$ cat src/rtl/md_sched_pkg.sv
// Shared types and constants for the market-data feed scheduler.
//   sched_state_t : scheduler FSM states
//   feed_idx_w()  : width of a feed index for a given feed count
//   MSG_*         : msg_type encoding shared with market_data_parser
package md_sched_pkg;

    typedef enum logic [1:0] {
        IDLE    = 2'b00,
        ISSUE   = 2'b01,
        WAIT    = 2'b10,
        RECOVER = 2'b11
    } sched_state_t;

    // A single-feed instance still needs a 1-bit index port.
    function automatic int feed_idx_w(input int n);
        return (n > 1) ? $clog2(n) : 1;
    endfunction

    localparam logic [1:0] MSG_UNDEF = 2'b00;
    localparam logic [1:0] MSG_TRADE = 2'b01;
    localparam logic [1:0] MSG_QUOTE = 2'b10;
    localparam logic [1:0] MSG_ORDER = 2'b11;

endpackage

$ cat src/rtl/rr_arbiter.sv
// Combinational round-robin arbiter.
//   req     : request vector, one bit per requester
//   ptr     : highest-priority requester this round (must be < N)
//   gnt_idx : first set request searching ptr, ptr+1, ... (mod N); 0 when none
//   gnt_any : at least one request is set
module rr_arbiter
    import md_sched_pkg::*;
#(
    parameter int unsigned N = 4
) (
    input  logic [N-1:0]                 req,
    input  logic [feed_idx_w(N)-1:0]     ptr,
    output logic [feed_idx_w(N)-1:0]     gnt_idx,
    output logic                         gnt_any
);

    localparam int IW = feed_idx_w(N);

    int   idx;
    logic found;

    always_comb begin
        gnt_any = |req;
        gnt_idx = '0;
        found   = 1'b0;
        idx     = 0;
        for (int i = 0; i < int'(N); i++) begin
            idx = int'(ptr) + i;
            if (idx >= int'(N)) begin
                idx = idx - int'(N);
            end
            if (!found && req[idx]) begin
                gnt_idx = IW'(idx);
                found   = 1'b1;
            end
        end
    end

endmodule

$ cat src/rtl/md_feed_scheduler.sv
// Shares one market_data_parser between NUM_FEEDS feed channels.
// Each message: arbitrate (IDLE) -> hand word to parser (ISSUE) -> wait for the
// parse result and pass it downstream (WAIT) -> release parser. A watchdog in
// WAIT aborts a stalled parse and drives ready_next until the parser is idle
// again (RECOVER); the timed-out word is dropped.
//   clk, rst                 : clock, synchronous active-high reset
//   feed_valid/data/ready    : per-feed word handshake (feed i at i*DATA_WIDTH)
//   prs_*                    : parser side (data_valid/in/ready, parse_valid, ready_next)
//   res_valid/ready/feed_id  : downstream result handshake and source tag
//   busy                     : scheduler not in IDLE
//   timeout_pulse/count      : watchdog event and saturating event count
module md_feed_scheduler
    import md_sched_pkg::*;
#(
    parameter int unsigned NUM_FEEDS      = 4,
    parameter int unsigned DATA_WIDTH     = 64,
    parameter int unsigned TIMEOUT_CYCLES = 16,
    parameter int unsigned CNT_WIDTH      = 16
) (
    input  logic                                clk,
    input  logic                                rst,
    input  logic [NUM_FEEDS-1:0]                feed_valid,
    input  logic [NUM_FEEDS*DATA_WIDTH-1:0]     feed_data,
    output logic [NUM_FEEDS-1:0]                feed_ready,
    output logic                                prs_data_valid,
    output logic [DATA_WIDTH-1:0]               prs_data_in,
    input  logic                                prs_data_ready,
    input  logic                                prs_parse_valid,
    output logic                                prs_ready_next,
    output logic                                res_valid,
    input  logic                                res_ready,
    output logic [feed_idx_w(NUM_FEEDS)-1:0]    res_feed_id,
    output logic                                busy,
    output logic                                timeout_pulse,
    output logic [CNT_WIDTH-1:0]                timeout_count
);

    localparam int IW     = feed_idx_w(NUM_FEEDS);
    localparam int WdogW  = $clog2(TIMEOUT_CYCLES) + 1;

    sched_state_t     state_q, state_d;
    logic [IW-1:0]    grant_q, grant_d;
    logic [IW-1:0]    rr_ptr_q, rr_ptr_d;
    logic [WdogW-1:0] wdog_q, wdog_d;
    logic [CNT_WIDTH-1:0] tcnt_q, tcnt_d;

    logic [IW-1:0]    arb_idx;
    logic             arb_any;
    logic [IW-1:0]    next_idx;
    logic [NUM_FEEDS-1:0] feed_ready_raw;

    rr_arbiter #(
        .N (NUM_FEEDS)
    ) u_arb (
        .req     (feed_valid),
        .ptr     (rr_ptr_q),
        .gnt_idx (arb_idx),
        .gnt_any (arb_any)
    );

    // Priority moves just past the feed served last, wrapping to 0.
    assign next_idx = (grant_q == IW'(NUM_FEEDS - 1)) ? '0 : grant_q + 1'b1;

    always_comb begin
        state_d        = state_q;
        grant_d        = grant_q;
        rr_ptr_d       = rr_ptr_q;
        wdog_d         = wdog_q;
        tcnt_d         = tcnt_q;
        feed_ready_raw = '0;
        prs_data_valid = 1'b0;
        prs_data_in    = '0;
        prs_ready_next = 1'b0;
        res_valid      = 1'b0;
        res_feed_id    = '0;
        timeout_pulse  = 1'b0;

        unique case (state_q)
            IDLE: begin
                if (arb_any) begin
                    grant_d = arb_idx;
                    state_d = ISSUE;
                end
            end
            ISSUE: begin
                prs_data_valid          = 1'b1;
                prs_data_in             = feed_data[grant_q*DATA_WIDTH +: DATA_WIDTH];
                feed_ready_raw[grant_q] = prs_data_ready;
                if (prs_data_ready) begin
                    wdog_d  = '0;
                    state_d = WAIT;
                end
            end
            WAIT: begin
                res_valid      = prs_parse_valid;
                res_feed_id    = grant_q;
                prs_ready_next = prs_parse_valid & res_ready;
                if (prs_parse_valid && res_ready) begin
                    rr_ptr_d = next_idx;
                    state_d  = IDLE;
                end else if (!prs_parse_valid) begin
                    // A held result (downstream stall) freezes the watchdog.
                    if (wdog_q == WdogW'(TIMEOUT_CYCLES - 1)) begin
                        timeout_pulse = 1'b1;
                        if (tcnt_q != '1) begin
                            tcnt_d = tcnt_q + 1'b1;
                        end
                        state_d = RECOVER;
                    end else begin
                        wdog_d = wdog_q + 1'b1;
                    end
                end
            end
            RECOVER: begin
                prs_ready_next = 1'b1;
                if (prs_data_ready) begin
                    rr_ptr_d = next_idx;
                    state_d  = IDLE;
                end
            end
            default: state_d = IDLE;
        endcase
    end

    // No accept is offered while reset is applied: the word would be lost.
    assign feed_ready    = rst ? '0 : feed_ready_raw;
    assign busy          = (state_q != IDLE);
    assign timeout_count = tcnt_q;

    always_ff @(posedge clk) begin
        if (rst) begin
            state_q  <= IDLE;
            grant_q  <= '0;
            rr_ptr_q <= '0;
            wdog_q   <= '0;
            tcnt_q   <= '0;
        end else begin
            state_q  <= state_d;
            grant_q  <= grant_d;
            rr_ptr_q <= rr_ptr_d;
            wdog_q   <= wdog_d;
            tcnt_q   <= tcnt_d;
        end
    end

    // Feeds must hold valid until accepted; no recovery is attempted.
    always_ff @(posedge clk) begin
        if (!rst && state_q == ISSUE) begin
            assert (feed_valid[grant_q])
            else $error("md_feed_scheduler: granted feed dropped valid before accept");
        end
    end

endmodule

$ cat config.mk
export PLATFORM = sky130hd
export DESIGN_NAME = md_feed_scheduler
export DESIGN_NICKNAME = d
export VERILOG_FILES = /design/src/rtl/md_sched_pkg.sv /design/src/rtl/rr_arbiter.sv /design/src/rtl/md_feed_scheduler.sv
export SDC_FILE = /design/constraint.sdc
export NUM_CORES = 1
export LEC_CHECK = 0
export ABC_CLOCK_PERIOD_IN_PS = 2700
export BUFFER_PORTS_ARGS = -buffer_cell sky130_fd_sc_hd__buf_4
export CAP_MARGIN = 20
export CORE_AREA = 4 4 136 138
export CTS_CLUSTER_DIAMETER = 150
export DETAILED_ROUTE_END_ITERATION = 6
export DIE_AREA = 0 0 140 142
export GPL_TIMING_DRIVEN = 0
export PLACE_DENSITY_LB_ADDON = 0.05
export REMOVE_ABC_BUFFERS = 1
export SKIP_LAST_GASP = 1
export SYNTH_ARGS = -nofsm -noshare
export SYNTH_HDL_FRONTEND = slang
export SYNTH_SLANG_ARGS = --single-unit
export TNS_END_PERCENT = 50
$ cat constraint.sdc
create_clock -name clk -period 2.7 [get_ports clk]
set_input_delay 0.135 -clock clk [delete_from_list [all_inputs] [get_ports clk]]
set_output_delay 0.135 -clock clk [all_outputs]
set_load 0.01 [all_outputs]
## Word level (Yosys, flattened, before mapping)

Cells that the tools add are included.

- Register bits after elaboration: 27
- Bits of input ports: 265
- Logic and storage cells: 115

- $add $sub $neg: 10
- Magnitude comparators: 10
- Eq/ne operators: 15
- Shifts and indexed selects: 1
- Mux-type cells: 52
- Bitwise logic cells: 4
- Reduce and logical (&&, ||, !) cells: 18

Operators with widths:

| kind | number |
|---|---|
| $shiftx A256 B9 Y64 | 1 |
| $lt A32 B4 Y1 const B | 4 |
| $mux W32 | 4 |
| $ge A32 B4 Y1 const B | 3 |
| $sub A32 B4 Y32 const B | 3 |
| $mux W64 | 1 |
| $mux W2 | 14 |
| $mux W5 | 4 |
| $mux W1 | 18 |
| $add A16 B1 Y16 const B | 1 |
| $ne A16 B16 Y1 const B | 1 |
| $reduce_and A5 Y1 | 3 |
| $ne A2 B2 Y1 const B | 7 |
| $pmux W5 S2 | 1 |
| $bmux W1 S2 | 4 |
| $mux W4 | 2 |
| $pmux W2 S4 | 1 |
| $add A2 B2 Y3 const B | 2 |
| $eq A2 B2 Y1 const B | 3 |
| $ne A3 B3 Y1 const B | 2 |
| $reduce_bool A2 Y1 | 3 |
| $add A5 B1 Y5 const B | 1 |
| $eq A5 B4 Y1 const B | 1 |
| $logic_and A1 B1 Y1 | 5 |
| other kinds (18) | 21 |

## Depth between registers and ports, before layout

Gate-level depths: netlist (run 1).

- Depth after elaboration: 15
- Gate-level depth with buffers: 8
- Mapped depth without buffers: 8

## Cells and area by module

A second synthesis (run 1) with hierarchy kept.

- Cells, all modules: 342
- Area total of the unflattened synthesis: 3488.3 um^2

Modules (own cells, without submodules):

| module | times used | cells each | area each (um^2) | seq. area each (um^2) |
|---|---|---|---|---|
| md_feed_scheduler | 1 | 327 | 3410.8 | 540.5 |
| rr_arbiter | 1 | 15 | 77.6 | 0.0 |

## Worst setup path after synthesis (run 1)

Ideal clock, no wire load.

- Path kind: register -> register
- From: register wdog_q[0]
- To: register tcnt_q[11], in the netlist timeout_count[11]
- Data arrival time: 2.077 ns
- Slack: 0.500 ns
- Cell stages (with the launch flop): 9
- Buffers on the path: 0
- Cells stage by stage: dfxtp_1 ha_1 and3_1 ha_1 nand4bb_2 clkinv_2 nand4_4 or4b_1 mux2_1

- Cells in the longest elaborated chain, start to end: 2

RTL lines:

| item | RTL line | RTL |
|---|---|---|
| from (decl) | md_feed_scheduler.sv:44 | `logic [WdogW-1:0] wdog_q, wdog_d;` |
| from (signal assigned) | md_feed_scheduler.sv:141 | `wdog_q <= wdog_d;` |
| $eq A5 B4 Y1 | md_feed_scheduler.sv:103 | `if (wdog_q == WdogW'(TIMEOUT_CYCLES - 1)) begin` |
| $reduce_and A5 Y1 (no source line) | - |  |
| to (signal assigned) | md_feed_scheduler.sv:142 | `tcnt_q <= tcnt_d;` |
| to (decl) | md_feed_scheduler.sv:45 | `logic [CNT_WIDTH-1:0] tcnt_q, tcnt_d;` |

Every way passes these cells.
A chain may end at the register's enable or synchronous reset.

## Final worst setup path (run 1)

- From: register grant_q[0]
- To: output prs_data_in[6]

- Cells in the longest elaborated chain, start to end: 2

RTL lines:

| item | RTL line | RTL |
|---|---|---|
| from (decl) | md_feed_scheduler.sv:42 | `logic [IW-1:0] grant_q, grant_d;` |
| from (signal assigned) | md_feed_scheduler.sv:139 | `grant_q <= grant_d;` |
| $shiftx A256 B9 Y64 | md_feed_scheduler.sv:87 | `prs_data_in = feed_data[grant_q*DATA_WIDTH +: DATA_WIDTH];` |
| $mux W64 | md_feed_scheduler.sv:78 | `unique case (state_q)` |
| to (decl) | md_feed_scheduler.sv:26 | `output logic [DATA_WIDTH-1:0] prs_data_in,` |

Every way passes these cells.

==> flow_metrics.env, run 1 <==
export IMPL_cts_sinks=27
export IMPL_synth_top_family_by_area="multiplexers"
export IMPL_h_tree_depth=1
export IMPL_ys_seq_area_share_pct=15.5
export IMPL_holdBufCountCts=0
export IMPL_hp_class="input port to flip-flop"
export IMPL_crit_path_max_fanout=36
export IMPL_clock_skew_final_ps=2.27
export IMPL_synth_top_area_share_pct=41.2
export IMPL_yosys_warnings=0
export IMPL_wl_um=22500
export IMPL_placed_cell_area_um2=6410
export IMPL_vias_per_cell=4.78
export IMPL_synthMuxAreaShare_pct=42.8
export IMPL_clockBufferDepth=2
export IMPL_regToRegStartpoint="wdog_q[0]"
export IMPL_crit_start="grant_q[0]"
export IMPL_dr_pass1_iters=6
export IMPL_final_layout_size_suffix_gt1_share_pct=65.5
export IMPL_hold_ws_ps=119
export IMPL_synth_top_cell_by_area="mux4_2"
export IMPL_period_share_pct=93.9
export IMPL_synth_compound_area_share_pct=8.56
export IMPL_place_gp_congestion=0.976
export IMPL_boundaryPins=356
export IMPL_finalHoldViolCount=0
export IMPL_die_w_um=140
export IMPL_synth_edf_count=0
export IMPL_worstPathArrival_ps=2400
export IMPL_fmax_mhz=394
export IMPL_antenna_found_initial=1
export IMPL_dp_hpwl_um=19100
export IMPL_p_leak_nw=2.89
export IMPL_ant_nets=0
export IMPL_drt_iter0_markers=185
export IMPL_synth_xor_area_share_pct=0.501
export IMPL_drc=0
export IMPL_rows=48
export IMPL_grt_pass1_wl_um=31500
export IMPL_grt_max_degree=58
export IMPL_netlist_instances=338
export IMPL_grt_pass1_vias=4361
export IMPL_reg2reg_depth=8
export IMPL_crit_type="flip-flop to primary output"
export IMPL_yosys_top_cells_area="mux4_2 41%, dfxtp_1 15%, and2_1 13%"
export IMPL_tightest_slew_ps=687
export IMPL_wire_per_inst_um=25.0
export IMPL_grtUsageTotal_pct=21.1
export IMPL_fp_dieArea_um2=19900
export IMPL_layout_nets=949
export IMPL_ys_seq_elements=27
export IMPL_rrSetupSlack_ps=170
export IMPL_insertedDiodeCount=0
export IMPL_period_needed_ps=2540
export IMPL_io_buffers=355
export IMPL_outcome="finished, final reports clean"
export IMPL_ys_dominant_reg_cell="dfxtp_1"
export IMPL_vdd_drop_max_mv=0.181
export IMPL_drv_slew=0
export IMPL_maxCapViolations=0
export IMPL_synthArstFlopShare_pct=0
export IMPL_cts_reportedPaths_clkPinSlew_ps=70
export IMPL_r2r_end="timeout_count[11]"
export IMPL_power_density_nw_per_um2=269
export IMPL_core_area_um2=17200
export IMPL_grt_overflow=0
export IMPL_start_util_pct=20.3
export IMPL_cts_tree="yes"
export IMPL_rsz0062_at_grt="no"
export IMPL_synthAdderAreaFrac_pct=2.51
export IMPL_yosys_area_share_simple_pct=25.7
export IMPL_vias=4307
export IMPL_final_setup_tns_ps=0
export IMPL_area_growth_synth_to_final_pct=86.7
export IMPL_syn_area_per_cell_um2=10.3
export IMPL_numCtsBuffers=3
export IMPL_setup_viol=0
export IMPL_synthesis_area_um2=3490
export IMPL_start_kind="flip-flop"
export IMPL_final_area_um2=6520
export IMPL_clk_latency_ps=260
export IMPL_relSlewSlack_pct=54.2
export IMPL_worst_ep_required_time_ps=2570
export IMPL_crit_path_end="prs_data_in[6]"
export IMPL_cts_root_buf="clkbuf_16"
export IMPL_synthDistinctLibCells=48
export IMPL_die_h_um=142
export IMPL_cp_end_kind="primary output"
-- cell usage after synthesis, drive strengths merged, types with 2 or more instances --
cell type	number
a31oi	3
buf	13
or4b	2
mux2	3
or3	7
dfxtp	27
nor3	3
nand4	6
mux2i	2
a211o	2
xor2	2
nor2b	5
a211oi	2
nor2	15
o221ai	2
o31ai	7
nand2	11
and2	73
nand3	5
nor4	2
clkbuf	15
o21ai	4
mux4	64
nand2b	3
inv	10
or4	6
ha	7
a21oi	23
-- stage by stage --
| step | power (W) | std cells | worst slack (ps) | util [%] |
|---|---|---|---|---|
| 6_report | 0.00176 | 901 | 163 | 38.0 |
| 3_5_place_dp | 0.00143 | 894 | 67.7 | 37.3 |
| 5_1_grt | 0.00185 | 901 | 4.93 | 38.0 |
| 4_1_cts | 0.00178 | 898 | 23.6 | 37.8 |
| 2_1_floorplan | 0.000847 | 310 | -1100 | - |
| 3_3_place_gp | 0.00144 | 890 | -2420 | 36.8 |
-- repair_timing --
item / CTS / global route
gates resized for setup: 0 / 1
setup buffers: 0 / 3
endpoints found under the setup margin: 0 / 2
-- report_power, final --
group / internal [W] / switching (W) / leakage, nW / total (W)
clock network: 0.000202 / 0.000138 / 0.0382 / 0.000340
registers: 0.000404 / 0.0000442 / 0.220 / 0.000448
logic: 0.000611 / 0.000357 / 2.64 / 0.000968
-- layout by cell type, fill, tap and decap left out, types with 2 or more instances in the layout --
cell / synthesis / final
dfxtp_4: 0 / 2
ha_1: 7 / 7
xor2_1: 2 / 2
nand3_1: 5 / 5
clkbuf_16: 0 / 3
nand2_1: 11 / 11
mux4_2: 64 / 64
o31ai_1: 7 / 7
nand4_1: 5 / 5
nand2b_1: 3 / 3
mux2_2: 2 / 2
inv_1: 10 / 10
nor3_1: 3 / 3
o21ai_0: 4 / 4
buf_4: 0 / 359
nor2_1: 15 / 15
o221ai_1: 2 / 2
buf_12: 0 / 2
a211o_1: 2 / 2
a31oi_1: 3 / 3
or3_1: 6 / 6
and2_1: 73 / 73
a21oi_1: 23 / 23
nor2b_1: 5 / 5
a211oi_1: 2 / 2
mux2i_1: 2 / 2
or4_1: 6 / 6
dfxtp_1: 27 / 25
-- state kept, by name, indices dropped and copies added (netlist names) --
name,flops
timeout_count,16
state_q,2
rr_ptr_q,2
grant_q,2
wdog_q,5
-- worst max-delay path: stages, from the launching register on --
cell     delay, ps
dfxtp_4        790
buf_16         340
mux4_2         620
and2_1         220
buf_4          150
-- logic make-up (layout without fill, tap and decap cells) --
family / after synthesis / after routing
AOI/OAI and AO/OA: 48 / 48
xor gates and xnor gates: 2 / 2
adders and majority gates: 7 / 7
buffers and inverters: 39 / 377
DFF: 27 / 27
muxes: 69 / 69
and+or+nand+nor: 146 / 146
-- routing by layer --
metal	vias to the layer above	GRT usage, %	wire length (um)
met1	2110	28.2	9080
met5	-	0	0
met2	198	34.3	10900
li1	1990	-	-
met3	9	7.73	2390
met4	0	2.09	142
-- worst min path at each step --
stage	from	end	slack, ps	depth (start not counted)
CTS	prs_data_ready	wdog_q[2]	120	2
global route	prs_data_ready	wdog_q[2]	130	2
finish	prs_data_ready	wdog_q[3]	120	2
detailed placement	prs_data_ready	wdog_q[2]	400	2
floorplan	rst	grant_q[0]	200	1
global placement	prs_data_ready	wdog_q[3]	390	2
-- area by class of cell --
cell class	count	area, um2
Tap cell	225	282
Fill cell	1823	10700
Clock buffer	4	78.8
Sequential cell	27	548
Inverter	11	42.5
Timing Repair Buffer	362	2760
Multi-Input combinational cell	272	2810
Note: power is estimated with default switching activity, not from simulation.
==> run 2, diff against run 1 <==
Settings changed: SYNTH_HIERARCHICAL from default to 1.
==> flow_metrics.env, run 2 <==
export IMPL_outcome="finished, final reports clean"
export IMPL_cts_root_buf="clkbuf_16"
export IMPL_tightest_slew_ps=788
export IMPL_h_tree_depth=1
export IMPL_clk_latency_ps=270
export IMPL_synthMuxAreaShare_pct=42.6
export IMPL_power_density_nw_per_um2=280
export IMPL_period_share_pct=92.5
export IMPL_hold_ws_ps=208
export IMPL_final_layout_size_suffix_gt1_share_pct=65.3
export IMPL_synth_top_cell_by_area="mux4_2"
export IMPL_regArea_um2=548
export IMPL_syn_area_per_cell_um2=10.2
export IMPL_area_growth_synth_to_final_pct=87.1
export IMPL_netlist_instances=342
export IMPL_fin_util_pct=38.0
export IMPL_place_gp_congestion=0.952
export IMPL_start_util_pct=20.3
export IMPL_maxCapViolations=0
export IMPL_boundaryPins=356
export IMPL_rows=48
export IMPL_dp_cells=897
export IMPL_ys_dominant_reg_cell="dfxtp_1"
export IMPL_final_cell_mix="360 x buf_4, 71 x and2_1, 64 x mux4_2"
export IMPL_layout_commonest_cell="buf_4"
export IMPL_synthAdderAreaFrac_pct=2.51
export IMPL_critPathBufInv=0
export IMPL_core_area_um2=17200
export IMPL_clock_skew_final_ps=8.77
export IMPL_yosysMostFrequentCell="and2_1"
export IMPL_drv_slew=0
export IMPL_grt_pass1_vias=4390
export IMPL_final_setup_tns_ps=0
export IMPL_clockBufferDepth=2
export IMPL_synthTopCellsByCount="71 x and2_1, 64 x mux4_2, 27 x dfxtp_1"
export IMPL_grt_pass1_wl_um=28800
export IMPL_numCtsBuffers=3
export IMPL_stdcell_count=908
export IMPL_drc=0
export IMPL_vias_per_cell=4.74
export IMPL_synth_compound_area_share_pct=7.35
export IMPL_io_buffers=355
export IMPL_fmax_mhz=400
export IMPL_antenna_found_initial=4
export IMPL_yosys_warnings=6
export IMPL_die_w_um=140
export IMPL_wl_um=20500
export IMPL_synth_top_family_by_area="multiplexers"
export IMPL_vias=4304
export IMPL_finalHoldViolCount=0
export IMPL_yosys_area_share_simple_pct=26.7
export IMPL_ys_seq_area_share_pct=15.5
export IMPL_vdd_drop_max_mv=0.187
export IMPL_hp_class="input port to flip-flop"
export IMPL_largest_reg_flops=16
export IMPL_path_common_cell="ha_1"
export IMPL_synthesis_area_um2=3490
export IMPL_crit_path_max_fanout=7
export IMPL_worst_ep_required_time_ps=2900
export IMPL_synthArstFlopShare_pct=0
export IMPL_dr_pass1_iters=5
export IMPL_start_kind="flip-flop"
export IMPL_layout_nets=953
export IMPL_p_total_w=0.00183
export IMPL_ys_seq_elements=27
export IMPL_dp_hpwl_um=17100
export IMPL_worstPathArrival_ps=2700
export IMPL_multi_input_area_um2=2790
export IMPL_cts_reportedPaths_clkPinSlew_ps=80
export IMPL_synth_edf_count=0
export IMPL_cts_tree="yes"
export IMPL_cts_sinks=27
export IMPL_relSlewSlack_pct=47.0
export IMPL_cp_slowest_stage_delay_ps=610
export IMPL_p_leak_nw=2.90
export IMPL_synth_top_area_share_pct=41.3
export IMPL_cp_top_family="simple AND/OR/NAND/NOR gates"
export IMPL_holdBufCountCts=0
export IMPL_wire_per_inst_um=22.6
export IMPL_path_cells="ha_1, and3_1, ha_1, nand4bb_4, or4_4, or4_1, a21oi_1"
export IMPL_period_needed_ps=2500
export IMPL_crit_type="flip-flop to flip-flop"
export IMPL_synth_xor_area_share_pct=0.753
export IMPL_drt_iter0_markers=220
export IMPL_grt_max_degree=69
export IMPL_cp_end_kind="flip-flop"
export IMPL_rsz0062_at_grt="no"
export IMPL_fp_dieArea_um2=19900
export IMPL_worst_path_max_delay_cell="or4_4"
export IMPL_setup_viol=0
export IMPL_yosys_top_cells_area="mux4_2 41%, dfxtp_1 15%, and2_1 13%"
export IMPL_fillCellCount=1775
export IMPL_die_h_um=142
export IMPL_synthDistinctLibCells=45
export IMPL_grt_overflow=0
export IMPL_grtUsageTotal_pct=18.9
export IMPL_ant_nets=0
[run 2: changes by cell type after synthesis, moves of 3 or more]
| cell | before | now |
|---|---|---|
| buf_1 | 6 | 3 |
| or4_1 | 6 | 3 |
| o21ai_0 | 4 | 7 |
| o31ai_1 | 7 | 3 |
| nor3_1 | 3 | 9 |
| nor2_1 | 15 | 11 |
| nand3_1 | 5 | 8 |
| clkbuf_1 | 15 | 20 |
[run 2: logic make-up after synthesis]
family | count (synthesis)
AOI/OAI and AO/OA | 44
xor gates and xnor gates | 3
adders and majority gates | 7
buffers and inverters | 41
DFF | 27
muxes | 68
and+or+nand+nor | 152
[run 2: report_power, final]
part | internal [W] | switching (W)
Sequential | 0.000406 | 0.0000404
Combinational | 0.000644 | 0.000386
Clock | 0.000202 | 0.000150
[run 2: repair_timing]
item / in CTS / in global routing
buffers inserted: 0 / 4
endpoints found under the setup margin: 0 / 1
gates resized for setup: 0 / 0
[run 2: layout make-up]
type | instances | area share [%]
timing repair buffer | 363 | 42.6
antenna | 3 | 0.115
tap | 225 | 4.31
sequential | 27 | 8.40
multi-input combinational | 274 | 42.7
inverter | 12 | 0.690
clock buffer | 3 | 1.15
clock inverter | 1 | 0.0958
[run 2: metal layers]
metal  global-route usage, %  up-vias  share of wire, %
li1                        -     2006                 -
met1                    23.2     2056                38
met2                    31.5      216                50
met3                    6.85       26                10
met4                    4.95        0               2.1
met5                       0        -                 0
[run 2: path summary, 6_finish.rpt]
kind                                     start           endpoint  slack, ps  cells past startpoint
worst max-delay path                 wdog_q[0]  timeout_count[11]        200                      7
worst max register to register       wdog_q[0]  timeout_count[11]        200                      7
worst min-delay path            prs_data_ready         state_q[1]        210                      3
worst min register to register      grant_q[1]         grant_q[1]        500                      2
[run 2: tightest hold or removal path: cells and delay by family]
kind                      cells  cell delay (ps)
xor gates and xnor gates      1              120
AOI/OAI and AO/OA             1               60
buffers and inverters         1              110
[run 2: through the flow]
| step | setup WS (ps) | cell area [um2] |
|---|---|---|
| 2_1_floorplan | -1100 | 3370 |
| 5_1_grt | 36.7 | 6530 |
| 6_report | 201 | 6530 |
| 4_1_cts | 99.8 | 6490 |
| 3_5_place_dp | 156 | 6410 |
| 3_3_place_gp | -2290 | 6320 |
==> run 3, diff against run 2 <==
Settings changed: ABC_CLOCK_PERIOD_IN_PS 2700 to 2300.
Clock period 2.7 ns to 2.3 ns, I/O delays scaled along.
==> flow_metrics.env, run 3 (synthesis gave the netlist of run 2 again) <==
export IMPL_outcome="finished, final reports clean"
export IMPL_stdcell_count=909
export IMPL_boundaryPins=356
export IMPL_place_gp_congestion=0.952
export IMPL_vdd_drop_max_mv=0.221
export IMPL_grt_pass1_wl_um=29100
export IMPL_min_to="state_q[1]"
export IMPL_drc=0
export IMPL_finalHoldViolCount=0
export IMPL_dp_hpwl_um=17100
export IMPL_worstPathArrival_ps=2440
export IMPL_area_growth_synth_to_final_pct=89.2
export IMPL_dp_cells=897
export IMPL_cp_top_family="simple AND/OR/NAND/NOR gates"
export IMPL_wire_per_inst_um=22.9
export IMPL_final_cell_mix="360 x buf_4, 71 x and2_1, 64 x mux4_2"
export IMPL_power_density_nw_per_um2=328
export IMPL_io_buffers=355
export IMPL_relSlewSlack_pct=55.8
export IMPL_die_h_um=142
export IMPL_antenna_found_initial=4
export IMPL_tightest_slew_ps=654
export IMPL_multi_input_area_um2=2830
export IMPL_start_kind="flip-flop"
export IMPL_regArea_um2=556
export IMPL_start_util_pct=20.3
export IMPL_cts_tree="yes"
export IMPL_met3_usage_pct=6.82
export IMPL_setup_viol=0
export IMPL_maxCapViolations=0
export IMPL_period_needed_ps=2270
export IMPL_vias_per_cell=4.73
export IMPL_path_cells="ha_1, nand4_1, nor4_4, buf_4, nor4_1, mux2_2"
export IMPL_grt_overflow=0
export IMPL_layout_nets=954
export IMPL_grtUsageMet2_pct=32.0
export IMPL_fmax_mhz=440
export IMPL_cp_end_kind="flip-flop"
export IMPL_hp_start="prs_data_ready"
export IMPL_drv_slew=0
export IMPL_die_w_um=140
export IMPL_rows=48
export IMPL_largest_reg_flops=16
export IMPL_postLayoutSetupSlackWorst_ps=25.6
export IMPL_worst_ep_required_time_ps=2460
export IMPL_drt_iter0_markers=249
export IMPL_fin_util_pct=38.4
export IMPL_layout_commonest_cell="buf_4"
export IMPL_cts_root_buf="clkbuf_16"
export IMPL_worst_path_max_delay_cell="nor4_4"
export IMPL_crit_path_max_fanout=10
export IMPL_critPathBufInv=1
export IMPL_fillCellCount=1769
export IMPL_hp_class="input port to flip-flop"
export IMPL_period_share_pct=98.9
export IMPL_grt_max_degree=69
export IMPL_hold_depth=3
export IMPL_dr_pass1_iters=4
export IMPL_h_tree_depth=1
export IMPL_reg2reg_depth=6
export IMPL_grtUsageTotal_pct=19.1
export IMPL_cp_slowest_stage_delay_ps=570
export IMPL_regToRegStartpoint="timeout_count[0]"
export IMPL_top_usage_layer="met2"
export IMPL_crit_type="flip-flop to flip-flop"
export IMPL_post_place_ws_ps=-244
export IMPL_cts_sinks=27
export IMPL_r2r_end="timeout_count[12]"
export IMPL_rrSetupSlack_ps=30
export IMPL_p_leak_nw=2.93
export IMPL_vias=4297
export IMPL_final_setup_tns_ps=0
export IMPL_wl_um=20800
export IMPL_core_area_um2=17200
export IMPL_rsz0062_at_grt="yes"
export IMPL_clockBufferDepth=2
export IMPL_ant_nets=0
export IMPL_final_layout_size_suffix_gt1_share_pct=66.4
export IMPL_fp_dieArea_um2=19900
export IMPL_clock_skew_final_ps=9.13
export IMPL_numCtsBuffers=3
export IMPL_grt_use_met1_pct=23.4
export IMPL_clk_latency_ps=270
export IMPL_cts_reportedPaths_clkPinSlew_ps=80
export IMPL_grt_pass1_vias=4405
==> run 3: cell count changes in the layout (fill, tap and decap cells not counted) <==
cell | before | now
and3_1 | 2 | 1
dfxtp_1 | 25 | 23
nor4_4 | 0 | 1
a21oi_1 | 24 | 23
and3_4 | 0 | 1
nor4_2 | 1 | 0
ha_1 | 7 | 5
or4_4 | 1 | 2
ha_4 | 0 | 2
buf_12 | 1 | 2
dfxtp_4 | 2 | 4
a21oi_2 | 0 | 1
or4_1 | 3 | 2
==> run 3: final cells by class <==
type                            count  share of cell area (%)
Multi-Input combinational cell    274                    42.9
Tap cell                          225                    4.26
Sequential cell                    27                    8.42
Clock buffer                        3                    1.14
Antenna cell                        3                   0.114
Timing Repair Buffer              364                    42.4
Clock inverter                      1                  0.0948
Inverter                           12                   0.682
==> run 3: repair_timing <==
action	4_1_cts	5_1_grt
buffers inserted	2	3
endpoints found under the setup margin	36	46
hold buffers	0	0
pin swaps	0	4
resized for setup	0	12
==> run 3: power by group <==
group          switching, W  internal [W]  leakage (nW)
combinational      0.000483      0.000767          2.67
sequential        0.0000223      0.000475         0.221
clock              0.000180      0.000238        0.0415
total              0.000685       0.00148          2.93
==> run 3: per-stage QoR <==
stage               area [um2]  hold slack (ps)  total power (W)
floorplan                 3370              184          0.00105
global placement          6320              452          0.00176
detailed placement        6410              470          0.00175
CTS                       6520              189          0.00218
global route              6600              223          0.00229
finish                    6600              187          0.00216
==> run 3: layer usage <==
metal  share of wire (%)  wire length, um
met2                  50            10500
met1                  38             7960
met3                 9.2             1930
met4                 2.1              435
met5                   0                0
==> run 3: worst reg2reg max path, cell delays in order (launching register included) <==
cell and delay (ps):
dfxtp_1 420, ha_1 230, nand4_1 350, nor4_4 570
buf_4 250, nor4_1 70, mux2_2 280
==> run 3: how the worst max path moves through the flow <==
stage / start / endpoint / slack (ps) / depth (start not counted)
6_report: timeout_count[0] / timeout_count[12] / 30 / 6
5_1_grt: timeout_count[0] / timeout_count[12] / -130 / 6
4_1_cts: wdog_q[0] / timeout_count[11] / -150 / 7
3_5_place_dp: wdog_q[0] / timeout_count[11] / -240 / 7
3_3_place_gp: grant_q[0] / prs_data_in[56] / -2670 / 3
2_1_floorplan: grant_q[0] / prs_data_in[0] / -1480 / 2
